File: src/rtl/hex_display_arbiter.sv
// Round-robin arbiter that shares the four HEX displays between two 16-bit sources.
// Each accepted value is held for HOLD_CYCLES before the next write is accepted.
//
// state  | meaning
// S_IDLE | waiting for a write, readies follow the grant
// S_HOLD | value latched, hold timer counting down, no writes accepted
module hex_display_arbiter #(
  parameter int HOLD_CYCLES = 50_000_000
) (
  input  logic        clock,
  input  logic        resetn,
  input  logic        req0_valid,
  input  logic [15:0] req0_data,
  output logic        req0_ready,
  input  logic        req1_valid,
  input  logic [15:0] req1_data,
  output logic        req1_ready,
  input  logic        blank_lz,
  output logic [15:0] shown,
  output logic        owner,
  output logic        busy,
  output logic [6:0]  HEX0,
  output logic [6:0]  HEX1,
  output logic [6:0]  HEX2,
  output logic [6:0]  HEX3
);

  localparam int CNT_W = (HOLD_CYCLES > 1) ? $clog2(HOLD_CYCLES) : 1;
  localparam logic [CNT_W-1:0] CNT_LOAD = CNT_W'(HOLD_CYCLES - 1);

  typedef enum logic {S_IDLE, S_HOLD} state_t;

  state_t           state, state_nxt;
  logic [CNT_W-1:0] cnt, cnt_nxt;
  logic [15:0]      shown_nxt;
  logic             owner_nxt;
  logic             grant0, grant1;

  always_ff @(posedge clock) begin
    if (!resetn) begin
      state <= S_IDLE;
      cnt   <= '0;
      shown <= 16'h0000;
      owner <= 1'b1;
    end else begin
      state <= state_nxt;
      cnt   <= cnt_nxt;
      shown <= shown_nxt;
      owner <= owner_nxt;
    end
  end

  // On a tie the requester that did not write the current value wins.
  always_comb begin
    state_nxt = state;
    cnt_nxt   = cnt;
    shown_nxt = shown;
    owner_nxt = owner;
    grant0    = 1'b0;
    grant1    = 1'b0;
    case (state)
      S_IDLE: begin
        grant0 = req0_valid & (~req1_valid | owner);
        grant1 = req1_valid & (~req0_valid | ~owner);
        if (grant0) begin
          shown_nxt = req0_data;
          owner_nxt = 1'b0;
          cnt_nxt   = CNT_LOAD;
          state_nxt = S_HOLD;
        end else if (grant1) begin
          shown_nxt = req1_data;
          owner_nxt = 1'b1;
          cnt_nxt   = CNT_LOAD;
          state_nxt = S_HOLD;
        end
      end
      S_HOLD: begin
        if (cnt == '0) state_nxt = S_IDLE;
        else           cnt_nxt   = cnt - CNT_W'(1);
      end
    endcase
  end

  assign req0_ready = grant0 & resetn;
  assign req1_ready = grant1 & resetn;
  assign busy       = (state == S_HOLD);

  function automatic logic [6:0] seg7(input logic [3:0] nib);
    case (nib)
      4'h0: seg7 = 7'h40;
      4'h1: seg7 = 7'h79;
      4'h2: seg7 = 7'h24;
      4'h3: seg7 = 7'h30;
      4'h4: seg7 = 7'h19;
      4'h5: seg7 = 7'h12;
      4'h6: seg7 = 7'h02;
      4'h7: seg7 = 7'h78;
      4'h8: seg7 = 7'h00;
      4'h9: seg7 = 7'h10;
      4'hA: seg7 = 7'h08;
      4'hB: seg7 = 7'h03;
      4'hC: seg7 = 7'h46;
      4'hD: seg7 = 7'h21;
      4'hE: seg7 = 7'h06;
      default: seg7 = 7'h0E;
    endcase
  endfunction

  // A digit blanks only when it and every more significant nibble are zero.
  logic blank1, blank2, blank3;
  assign blank3 = blank_lz & (shown[15:12] == 4'h0);
  assign blank2 = blank_lz & (shown[15:8]  == 8'h00);
  assign blank1 = blank_lz & (shown[15:4]  == 12'h000);

  assign HEX0 = seg7(shown[3:0]);
  assign HEX1 = blank1 ? 7'h7F : seg7(shown[7:4]);
  assign HEX2 = blank2 ? 7'h7F : seg7(shown[11:8]);
  assign HEX3 = blank3 ? 7'h7F : seg7(shown[15:12]);

endmodule

File: config.mk
export PLATFORM = sky130hd
export DESIGN_NAME = hex_display_arbiter
export DESIGN_NICKNAME = d
export VERILOG_FILES = /design/src/rtl/hex_display_arbiter.sv
export SDC_FILE = /design/constraint.sdc
export NUM_CORES = 1
export LEC_CHECK = 0
export CORE_MARGIN = 2
export CORE_UTILIZATION = 52
export CTS_CLUSTER_SIZE = 28
export DETAILED_ROUTE_END_ITERATION = 8
export PLACE_DENSITY = 0.87
export SYNTH_ARGS = -nofsm -noshare
export SYNTH_HDL_FRONTEND = slang
export SYNTH_SLANG_ARGS = --single-unit
File: constraint.sdc
create_clock -name clock -period 2.96 [get_ports clock]
set_clock_uncertainty 0.1 [all_clocks]
set_input_delay 0.444 -clock clock [delete_from_list [all_inputs] [get_ports clock]]
set_output_delay 0.444 -clock clock [all_outputs]
set_load 0.05 [all_outputs]
==> impl_metrics.toml, run 1 <==
[synthesis]
yosys.cell_types.count = 56
post_synthesis_net_count = 518
ys_ff_latch = 72
synth_warnings = 0
synthDominantCellAreaShare_pct = 35.7
syn-cell-area_sq_um = 4040
synth.area.top_cells = "sky130_fd_sc_hd__dfxtp_1 (36%), sky130_fd_sc_hd__mux2i_1 (6.9%), sky130_fd_sc_hd__ha_1 (6.5%), sky130_fd_sc_hd__a21oi_1 (4.3%), sky130_fd_sc_hd__o21ai_1 (3.8%)"
synthArstFlopShare_pct = 0
ys_seq_area_share_pct = 35.7
instance_count_of_the_mapped_netlist = 460
synthDominantAreaCellType = "sky130_fd_sc_hd__dfxtp_1"
synth.most_common_cell = "sky130_fd_sc_hd__dfxtp_1"
synth-edff-count = 0
synthesis.area_per_instance_sq_um = 8.79
commonest_cells_in_the_netlist = "sky130_fd_sc_hd__dfxtp_1 (72), sky130_fd_sc_hd__a21oi_1 (35), sky130_fd_sc_hd__o21ai_1 (31)"
dominantRegCellSynth = "sky130_fd_sc_hd__dfxtp_1"

[critical_path]
crit_end = "req0_ready"
worstPathBufferInverterCount = 4
critical_path.endpoint_type = "output port"
worst_setup_path_start_kind = "input port"
crit_path_cell_trace = "clkdlybuf4s50_1, buf_4, inv_2, nor4_2, buf_12"
critPathArrivalTime_ps = 2120
endpoint_of_the_lowest_slack_register_to_register_path = "cnt[1]$_SDFFE_PN0P_"
reg2reg_from = "cnt[0]$_SDFFE_PN0P_"
worstPathMaxFanout = 18
timing.reg2reg.setup_slack_ps = 560
worst-path-stages = 5
crit_slowest_cell = "sky130_fd_sc_hd__clkdlybuf4s50_1"
critical_path_class = "input port to output port"
crit_path_max_incr_delay_ps = 570
crit_path_start = "req0_valid"
cpLargestDelayFamily = "buffers and inverters"
worstPathRequired_ps = 2420
reg2reg_depth = 9

[clock_network]
clk_pin_slew_worst_paths_ps = 60
clock_tree.htree_level_count = 3
clk-insertion-delay-late_ps = 340
cts_max_path_buffers = 2
number_of_hold_buffers_added_after_cts = 0
cts_setup_buffers = 0
cts_tree = "yes"
clock_sinks = 72
cts_inserted_buffers = 9
clk_root_buffer_cell = "sky130_fd_sc_hd__clkbuf_8"

[placement]
numPortBuffers = 84
dp_hpwl_mm = 8.16
dp.cells = 651
gp_congestion = 0.890
detailedPlace.worstSlack_ps = 62.5

[final_layout]
post_route_cells_drive_above_1_share_pct = 16.7
post_layout_nonfiller_instances = 665
design.final.nets = 618
multi_input_area_sq_um = 2370
layout.filler_cells = 560
register_area_sq_um = 1440
finalCoreUtilization_pct = 70.2
antenna_cells_inserted = 0
area_growth_synth_to_finish_pct = 32.7

[route]
post_drt_wl_per_cell_microns = 16.5
wl_mm = 11.0
drt_iter0_markers = 315
number_of_nets_still_failing_antenna_checks_after_routing = 0
drc_errors = 0
routed_via_count = 3905
vias_per_cell = 5.87
first_pass_iters = 5

[status]
status = "finished clean"

[pwr]
p_switching_mw = 1.22
power.leakage_nw = 2.10
cellPowerDensity_nw_per_um2 = 589
power_frac_seq_pct = 37.4
switching_share_pct = 38.6
clock_power_share_pct = 20.9
vdd_ir_drop_max_v = 0.000284
intPower_mw = 1.94
part_of_the_total_power_dissipated_in_combinational_logic_pct = 41.7

[sta]
report.final.setup_viol = 0
worst_hold_slack_ps = 438
finalSetupTns_ps = 0
report.final.slew_viol_count = 0
finalWorstPathRequiredPeriod_ps = 2660
transition_time_at_the_pin_with_the_least_slew_margin_ps = 501
crit_share_post_route_pct = 90.0
rsz0062_at_grt = "no"
timing_hold_violations_final = 0
slew-limit-headroom_pct = 65.7
layout_setup_ws_ps = 297
max_clock_freq_ghz = 0.375

[floorplan]
dieArea_sq_um = 8500
die_w_microns = 92.2
die_y_microns = 92.2
placement_rows = 32
core_region_area_sq_um = 7650
initial_core_util_pct = 52.9
floorplan.io_pins = 85

[global_route]
grt_remaining_overflow = 0
grt_max_degree = 20
via_count_of_the_first_global_routing_pass = 3877
wire_length_of_the_first_global_routing_pass_mm = 18.2
grt_antenna_before_repair = 0
global_route.usage.total_pct = 26.6

[hold_path]
worstHoldPathType = "flop to flop"

[flow_run]
maxCapViolCount = 0
[routing by layer]
layer | vias to the layer above | share of wire (%) | global-route usage (%)
met5 | - | 0 | 0
met1 | 1850 | 42 | 32.3
met4 | 0 | 2.6 | 11.1
met2 | 151 | 51 | 47.5
li1 | 1877 | - | -
met3 | 27 | 4.6 | 3.12
[power by group through the flow]
| stage | registers [mW] | logic [mW] | clock network (mW) |
|---|---|---|---|
| after global routing | 1.20 | 1.40 | 0.712 |
| final | 1.18 | 1.32 | 0.661 |
| after floorplan | 1.32 | 0.716 | 0 |
| after global placement | 1.20 | 1.28 | 0 |
| after CTS | 1.18 | 1.32 | 0.669 |
| after detailed placement | 1.20 | 1.31 | 0 |
[cells by family (layout without fill, tap and decap cells)]
| kind of cell | count (synthesis) | count (layout) | share of synthesized area (%) |
|---|---|---|---|
| buffers and inverters | 58 | 161 | 5.91 |
| XOR/XNOR | 17 | 17 | 3.68 |
| multiplexers | 28 | 28 | 6.93 |
| AO/OA/AOI/OAI | 149 | 149 | 22.5 |
| adder cells (fa/ha/maj) | 21 | 21 | 6.50 |
| flip-flops | 72 | 72 | 35.7 |
| AND/OR/NAND/NOR | 115 | 115 | 18.8 |
[area by class of cell]
class,instances,share of cell area (%)
multi-input cells,330,44.2
inverters,32,2.24
clock buffers,13,2.77
well taps,102,2.38
repair buffers,115,21.5
clock inverters,1,0.0933
flip-flops and latches,72,26.9
[metrics by stage]
stage / area (sq um) / power [mW]
after global placement: 5210 / 2.47
after floorplan: 4050 / 2.04
final: 5370 / 3.16
after CTS: 5360 / 3.17
after global routing: 5370 / 3.31
after detailed placement: 5210 / 2.51
[worst min path at each step]
stage               slack (ps)                start                  end  depth (start not counted)
global placement           390  cnt[1]$_SDFFE_PN0P_  cnt[1]$_SDFFE_PN0P_                          2
global route               450  cnt[1]$_SDFFE_PN0P_  cnt[1]$_SDFFE_PN0P_                          2
CTS                        430  cnt[7]$_SDFFE_PN0P_  cnt[7]$_SDFFE_PN0P_                          2
detailed placement         420  cnt[7]$_SDFFE_PN0P_  cnt[7]$_SDFFE_PN0P_                          2
finish                     440  cnt[7]$_SDFFE_PN0P_  cnt[7]$_SDFFE_PN0P_                          2
floorplan                  370  cnt[1]$_SDFFE_PN0P_  cnt[1]$_SDFFE_PN0P_                          2
[layout by cell type (no fill, tap or decap), drive strengths merged, types with 6 or more instances in the layout]
cell / instances
a211oi: 6
a21oi: 35
a31oi: 21
buf: 52
clkbuf: 13
clkdlybuf4s50: 61
dfxtp: 72
ha: 21
inv: 32
mux2i: 28
nand2b: 12
nand3: 8
nor2: 22
nor3b: 9
nor4: 11
o211ai: 7
o21ai: 48
o22ai: 16
or2: 18
or3: 7
xnor2: 8
xor2: 9
[worst min-delay path, cell delays in order (launching register included)]
cell and delay (ps):
sky130_fd_sc_hd__dfxtp_1 350, sky130_fd_sc_hd__o31ai_1 80, sky130_fd_sc_hd__a21oi_1 60
[what timing repair did]
action                                 4_1_cts  5_1_grt
endpoints found under the hold margin        0        0
resized for setup                            0        2
setup endpoints to repair                    0        2
(Power assumes the default switching activity.)
==> run 2: changes to the inputs <==
--- a/config.mk
+++ b/config.mk
@@ -10,6 +10,8 @@
 export CTS_CLUSTER_SIZE = 28
 export DETAILED_ROUTE_END_ITERATION = 8
 export PLACE_DENSITY = 0.87
+export RECOVER_POWER = 100
+export SLEW_MARGIN = 20
 export SYNTH_ARGS = -nofsm -noshare
 export SYNTH_HDL_FRONTEND = slang
 export SYNTH_SLANG_ARGS = --single-unit
==> impl_metrics.toml, run 2 (synthesized netlist as in run 1, its figures left out) <==
[clock_network]
clock_tree.htree_level_count = 3
clk_pin_slew_worst_paths_ps = 70
clk-insertion-delay-late_ps = 340
cts_tree = "yes"
cts_setup_buffers = 0
cts_inserted_buffers = 9
clk_root_buffer_cell = "sky130_fd_sc_hd__clkbuf_8"
cts_max_path_buffers = 2
clock_sinks = 72

[floorplan]
dieArea_sq_um = 8500
die_y_microns = 92.2
initial_core_util_pct = 52.9
die_w_microns = 92.2
floorplan.io_pins = 85
placement_rows = 32
core_region_area_sq_um = 7650

[sta]
transition_time_at_the_pin_with_the_least_slew_margin_ps = 602
crit_share_post_route_pct = 92.3
slew-limit-headroom_pct = 60.1
timing_hold_violations_final = 0
report.final.slew_viol_count = 0
rsz0062_at_grt = "no"
finalWorstPathRequiredPeriod_ps = 2730
report.final.setup_viol = 0
finalSetupTns_ps = 0
max_clock_freq_ghz = 0.366

[critical_path]
worstPathRequired_ps = 2420
worst_setup_path_start_kind = "input port"
timing.reg2reg.setup_slack_ps = 330
critical_path_class = "input port to output port"
crit_path_start = "resetn"
reg2reg_depth = 9
crit_end = "req1_ready"
crit_slowest_cell = "sky130_fd_sc_hd__clkdlybuf4s50_1"
critPathArrivalTime_ps = 2190
critical_path.endpoint_type = "output port"
crit_path_cell_trace = "clkdlybuf4s50_1, clkbuf_2, inv_2, nor2_1, nand2_1, a21oi_1, buf_12"
crit_path_max_incr_delay_ps = 450
worstPathMaxFanout = 19
endpoint_of_the_lowest_slack_register_to_register_path = "cnt[1]$_SDFFE_PN0P_"
reg2reg_from = "cnt[0]$_SDFFE_PN0P_"

[pwr]
cellPowerDensity_nw_per_um2 = 587
vdd_ir_drop_max_v = 0.000268
power.leakage_nw = 2.02

[final_layout]
area_growth_synth_to_finish_pct = 27.4
post_route_cells_drive_above_1_share_pct = 13.0
most_common_cell_after_layout_fill_and_taps_aside = "sky130_fd_sc_hd__dfxtp_1"
most-common-layout-cells = "sky130_fd_sc_hd__dfxtp_1 (72), sky130_fd_sc_hd__a21oi_1 (35), sky130_fd_sc_hd__clkdlybuf4s50_1 (35)"
post_layout_nonfiller_instances = 665
design.final.nets = 618
antenna_cells_inserted = 0

[global_route]
grt_antenna_before_repair = 0
via_count_of_the_first_global_routing_pass = 3877
grt_max_degree = 20
wire_length_of_the_first_global_routing_pass_mm = 18.2
grt_remaining_overflow = 0
global_route.usage.total_pct = 26.6

[placement]
dp_hpwl_mm = 8.16
dp.cells = 651
gp_congestion = 0.890
numPortBuffers = 84

[route]
drc_errors = 0
routed_via_count = 3934
vias_per_cell = 5.92
first_pass_iters = 6
drt_iter0_markers = 240
number_of_nets_still_failing_antenna_checks_after_routing = 0
post_drt_wl_per_cell_microns = 16.5
wl_mm = 11.0

[status]
status = "finished clean"

[flow_run]
maxCapViolCount = 0

[hold_path]
worstHoldPathType = "flop to flop"
run 2: changes by cell type in the layout (fill, tap and decap cells not counted), sizes merged:
cell	before	now
dlymetal6s2s	2	0
dlygate4sd3	0	26
clkdlybuf4s50	61	35
clkbuf	13	39
buf	52	28
run 2: worst min path at each step:
stage                        start                  end  slack (ps)  cells after the start
4_1_cts        cnt[7]$_SDFFE_PN0P_  cnt[7]$_SDFFE_PN0P_         430                      2
3_3_place_gp   cnt[1]$_SDFFE_PN0P_  cnt[1]$_SDFFE_PN0P_         390                      2
3_5_place_dp   cnt[7]$_SDFFE_PN0P_  cnt[7]$_SDFFE_PN0P_         420                      2
6_report       cnt[1]$_SDFFE_PN0P_  cnt[1]$_SDFFE_PN0P_         430                      2
2_1_floorplan  cnt[1]$_SDFFE_PN0P_  cnt[1]$_SDFFE_PN0P_         370                      2
5_1_grt        cnt[1]$_SDFFE_PN0P_  cnt[1]$_SDFFE_PN0P_         450                      2
run 2: routing by layer:
layer  wire, microns  track usage, %
met5               0               0
met4             249            11.1
met3             584            3.12
met2            5550            47.5
met1            4570            32.3
run 2: repair_timing:
action	CTS	global route
hold buffers	0	0
resized for setup	0	2
endpoints found under the setup margin	0	2
endpoints found under the hold margin	0	0
run 2: power by group:
| part | switching (mW) | leakage, nW | total, mW | internal, mW |
|---|---|---|---|---|
| Clock | 0.346 | 0.0794 | 0.665 | 0.318 |
| Sequential | 0.0856 | 0.598 | 1.18 | 1.09 |
| Combinational | 0.773 | 1.35 | 1.18 | 0.406 |
run 2: cell type report:
class	instances	area, sq um
sequential	72	1440
fill	604	2500
timing repair buffer	115	966
multi-input combinational	330	2340
inverter	32	120
tap	102	128
clock buffer	13	149
clock inverter	1	5.00
run 2: worst max-delay path, delay by kind of cell:
kind | cells | cell delay, ps
simple gates | 2 | 330
buf+inv | 4 | 1110
compound gates | 1 | 290
run 2: per-stage QoR:
step	hold WS [ps]	power (mW)	cell area [sq um]	util (%)	worst slack (ps)
6_report	434	3.02	5150	67.3	227
3_5_place_dp	423	2.51	5210	68.1	62.5
3_3_place_gp	393	2.47	5210	68.1	135
4_1_cts	433	3.17	5360	70.1	154
2_1_floorplan	375	2.04	4050	-	349
5_1_grt	448	3.17	5150	67.3	86.9
==> RTL edit 1: new RTL, flow settings as in run 1 <==
Change the parameter `HOLD_CYCLES` from 50_000_000 to 200_000_000.
--- a/src/rtl/hex_display_arbiter.sv
+++ b/src/rtl/hex_display_arbiter.sv
@@ -7,3 +7,3 @@
 module hex_display_arbiter #(
-  parameter int HOLD_CYCLES = 50_000_000
+  parameter int HOLD_CYCLES = 200_000_000
 ) (
Behaviour: no difference found for any inputs over 10 cycles, from zero or initial values and one cycle with resetn low; that may be too few to reach the edited logic, so the function may still have changed.
==> RTL edit 1 against run 1 <==
Total power is 7.3% higher; cell area hardly changed; synthesized area is 0.90% higher; routed wire length is 3.2% lower; sequential share of layout area is 0.76 points higher; synthesized cell count is 4.6% higher; sequential cell count is 2 higher; register-to-register slack worse by 0.40 ns; worst setup slack worse by 0.14 ns.
==> RTL edit 1: results (changes against run 1) <==
INFO  metric worst_path_max_delay_cell = or4_4 (was clkdlybuf4s50_1)
INFO  metric dp_hpwl = 7700 µm (was 8160 µm)
INFO  metric r2r.worst_path.cells = 7 (was 9)
INFO  metric outcome = completed (unchanged)
INFO  metric hold_path_end = cnt[12] (was cnt[7])
INFO  metric synthDistinctLibCells = 49 (was 56)
INFO  metric r2r_slack = 0.16 ns (was 0.56 ns)
INFO  metric min-delay-start = cnt[12] (was cnt[7])
INFO  metric grt_pass1_vias = 3,733 (was 3,877)
INFO  metric post_synth_most_frequent_cells = dfxtp_1 (74), o21ai_0 (49), a21oi_1 (33), inv_1 (29), mux2i_1 (28) (was dfxtp_1 (72), a21oi_1 (35), o21ai_1 (31), inv_1 (30), mux2i_1 (28))
INFO  metric crit_fanout = 15 (was 18)
INFO  metric worst_ep_arrival_time = 2.92 ns (was 2.12 ns)
INFO  metric postSynthNetCount = 540 (was 518)
INFO  metric netlist_top_cells_area = dfxtp_1 (36%), mux2i_1 (6.9%), ha_1 (6.7%) (was dfxtp_1 (36%), mux2i_1 (6.9%), ha_1 (6.5%))
INFO  metric worst_pin_slew = 0.674 ns (was 0.501 ns)
INFO  metric layout-drive-gt1-share = 0.160 (was 0.167)
INFO  metric finalWirelength = 10,600 µm (was 11,000 µm)
INFO  metric setup.worst_path.start = cnt[0] (was req0_valid)
INFO  metric fmax = 357 MHz (was 375 MHz)
INFO  metric first_iter_violations = 258 (was 315)
INFO  metric final_net_count = 629 (was 618)
INFO  metric ys_seq_area_frac = 0.363 (was 0.357)
INFO  metric cts.clk_slew.worst_paths = 0.08 ns (was 0.06 ns)
INFO  metric grt_first_pass_wirelength = 17,400 µm (was 18,200 µm)
INFO  metric worst_ir_drop_vdd = 0.338 mV (was 0.284 mV)
INFO  metric grt_start_max_net_pins = 29 (was 20)
INFO  metric gpl.final_weighted_congestion = 0.880 (was 0.890)
## RTL edit 1: logic make-up (layout without fill, tap and decap cells)
family          Yosys count  count (layout)  share of synthesized area
compound gates          147             147                      0.214
simple gates            131             131                      0.187
flops                    74              74                      0.363
buf+inv                  62             156                     0.0629
mux                      28              28                     0.0687
fa+ha+maj                22              22                     0.0675
xor+xnor                 17              17                     0.0365
## RTL edit 1: power breakdown
part	total (mW)	switching, mW	internal, mW
combinational	1.27	0.776	0.489
sequential	1.20	0.0783	1.13
clock	0.924	0.382	0.543
total	3.39	1.24	2.16
## RTL edit 1: area by class of cell
cell class              instances  area share
clock buffers                  12      0.0308
clock inverters                 4      0.0135
multi-input cells             345       0.438
inverters                      30      0.0210
repair buffers                110       0.196
well taps                     102      0.0238
flip-flops and latches         74       0.276
## RTL edit 1: stage by stage
step	instance area (µm²)	total power, mW	hold slack [ns]	utilization
global placement	5130	2.44	0.366	0.670
CTS	5360	3.40	0.401	0.701
finish	5360	3.39	0.399	0.701
global route	5360	3.54	0.426	0.701
detailed placement	5130	2.48	0.391	0.670
floorplan	4090	2.06	0.353	-
## RTL edit 1: routing by layer
| metal | vias to the layer above | wire length (µm) | track usage |
|---|---|---|---|
| li1 | 1918 | - | - |
| met3 | 30 | 549 | 0.0439 |
| met4 | 0 | 338 | 0.129 |
| met2 | 164 | 5290 | 0.417 |
| met1 | 1852 | 4460 | 0.308 |
| met5 | - | 0 | 0 |
## RTL edit 1: tightest hold or removal path: stages, from the launching register on
cell     delay (ns)
dfxtp_1        0.33
o21ai_0        0.07
a21oi_1        0.06
==> RTL edit 2: new RTL, config.mk and constraints of run 1 <==
Without the edit above. Reset style: asynchronous (`resetn`), changed in one clocked block.
--- a/src/rtl/hex_display_arbiter.sv
+++ b/src/rtl/hex_display_arbiter.sv
@@ -38,3 +38,3 @@
 
-  always_ff @(posedge clock) begin
+  always_ff @(posedge clock or negedge resetn) begin
     if (!resetn) begin
Behaviour: differs if resetn is asserted again (counterexample within 4 cycles, from zero or initial values and one cycle with resetn low); with resetn held inactive, the same outputs for 10 cycles.
==> RTL edit 2 against run 1 <==
Global-route usage down 2.4 points; first-iteration DRC count down 36%; critical path type is now reg -> out; cell area fell by 14%; die area decreased by 16%; sequential power down 24%; sequential cell count down 28; total power down 11%; synthesized area decreased by 17%; routed wire length down 20%; worst setup slack worse by 0.21 ns; highest routed layer unchanged.
==> RTL edit 2: results (changes against run 1) <==
INFO  metric outcome = completed (unchanged)
INFO  metric adder_cell_area_share_of_the_yosys_netlist = 0.0854 (was 0.0650)
INFO  metric first_iter_violations = 202 (was 315)
INFO  metric dp_hpwl = 6540 µm (was 8160 µm)
INFO  metric netlist_top_cells_area = dfrtp_1 (32%), mux2i_1 (8.6%), ha_1 (8.5%) (was dfxtp_1 (36%), mux2i_1 (6.9%), ha_1 (6.5%))
INFO  metric seqPwrFrac = 0.319 (was 0.374)
INFO  metric worst_ir_drop_vdd = 0.562 mV (was 0.284 mV)
INFO  metric setup.worst_path.start = shown[1] (was req0_valid)
INFO  metric crit_fanout = 8 (was 18)
INFO  metric placed_cells_incl_taps = 550 (was 651)
INFO  metric grt.met3_usage = 0.0393 (was 0.0312)
INFO  metric ys_seq_area_frac = 0.327 (was 0.357)
INFO  metric synth_compound_gate_area_share = 0.184 (was 0.225)
INFO  metric layout-drive-gt1-share = 0.139 (was 0.167)
INFO  metric via_count = 3,283 (was 3,905)
INFO  metric pre_cts_ws = 0.0634 ns (was 0.0625 ns)
INFO  metric cts.htree.levels = 2 (was 3)
INFO  metric worstReg2RegStart = cnt[8] (was cnt[0])
INFO  metric clock_power = 0.391 mW (was 0.661 mW)
INFO  metric grt_start_max_net_pins = 53 (was 20)
INFO  metric gate_power_share = 0.543 (was 0.417)
INFO  metric vias_per_cell = 5.87 (about the same)
INFO  metric synthArstFlopShare = 1.00 (was 0)
INFO  metric power.share.switching = 0.455 (was 0.386)
INFO  metric critical-path-max-stage-delay = 0.83 ns (was 0.57 ns)
==> RTL edit 2: cell count changes after synthesis, moves of 13 or more <==
cell	run 1	this run
a21oi_1	35	16
a31oi_1	21	2
buf_2	17	1
clkbuf_1	7	20
dfrtp_1	0	43
dfxtp_1	72	0
nand2_1	5	47
o21ai_0	17	40
o21ai_1	31	1
o22ai_1	16	2
==> RTL edit 2: final cells by class <==
class,count,area share
clock inverters,2,0.00216
repair buffers,95,0.235
clock buffers,6,0.0178
well taps,77,0.0208
inverters,19,0.0154
multi-input cells,316,0.471
flip-flops and latches,44,0.239
==> RTL edit 2: timing repair <==
item / in CTS / in global routing
hold buffers: 1 / 0
hold endpoints to repair: 1 / 0
pin swaps: 0 / 0
endpoints found under the setup margin: 7 / 11
resized for setup: 4 / 11
==> RTL edit 2: metal layers <==
metal  vias up  share of wire
li1       1621              -
met1      1556           0.43
met2        94           0.51
met3        12          0.054
met4         0          0.013
met5         -              0
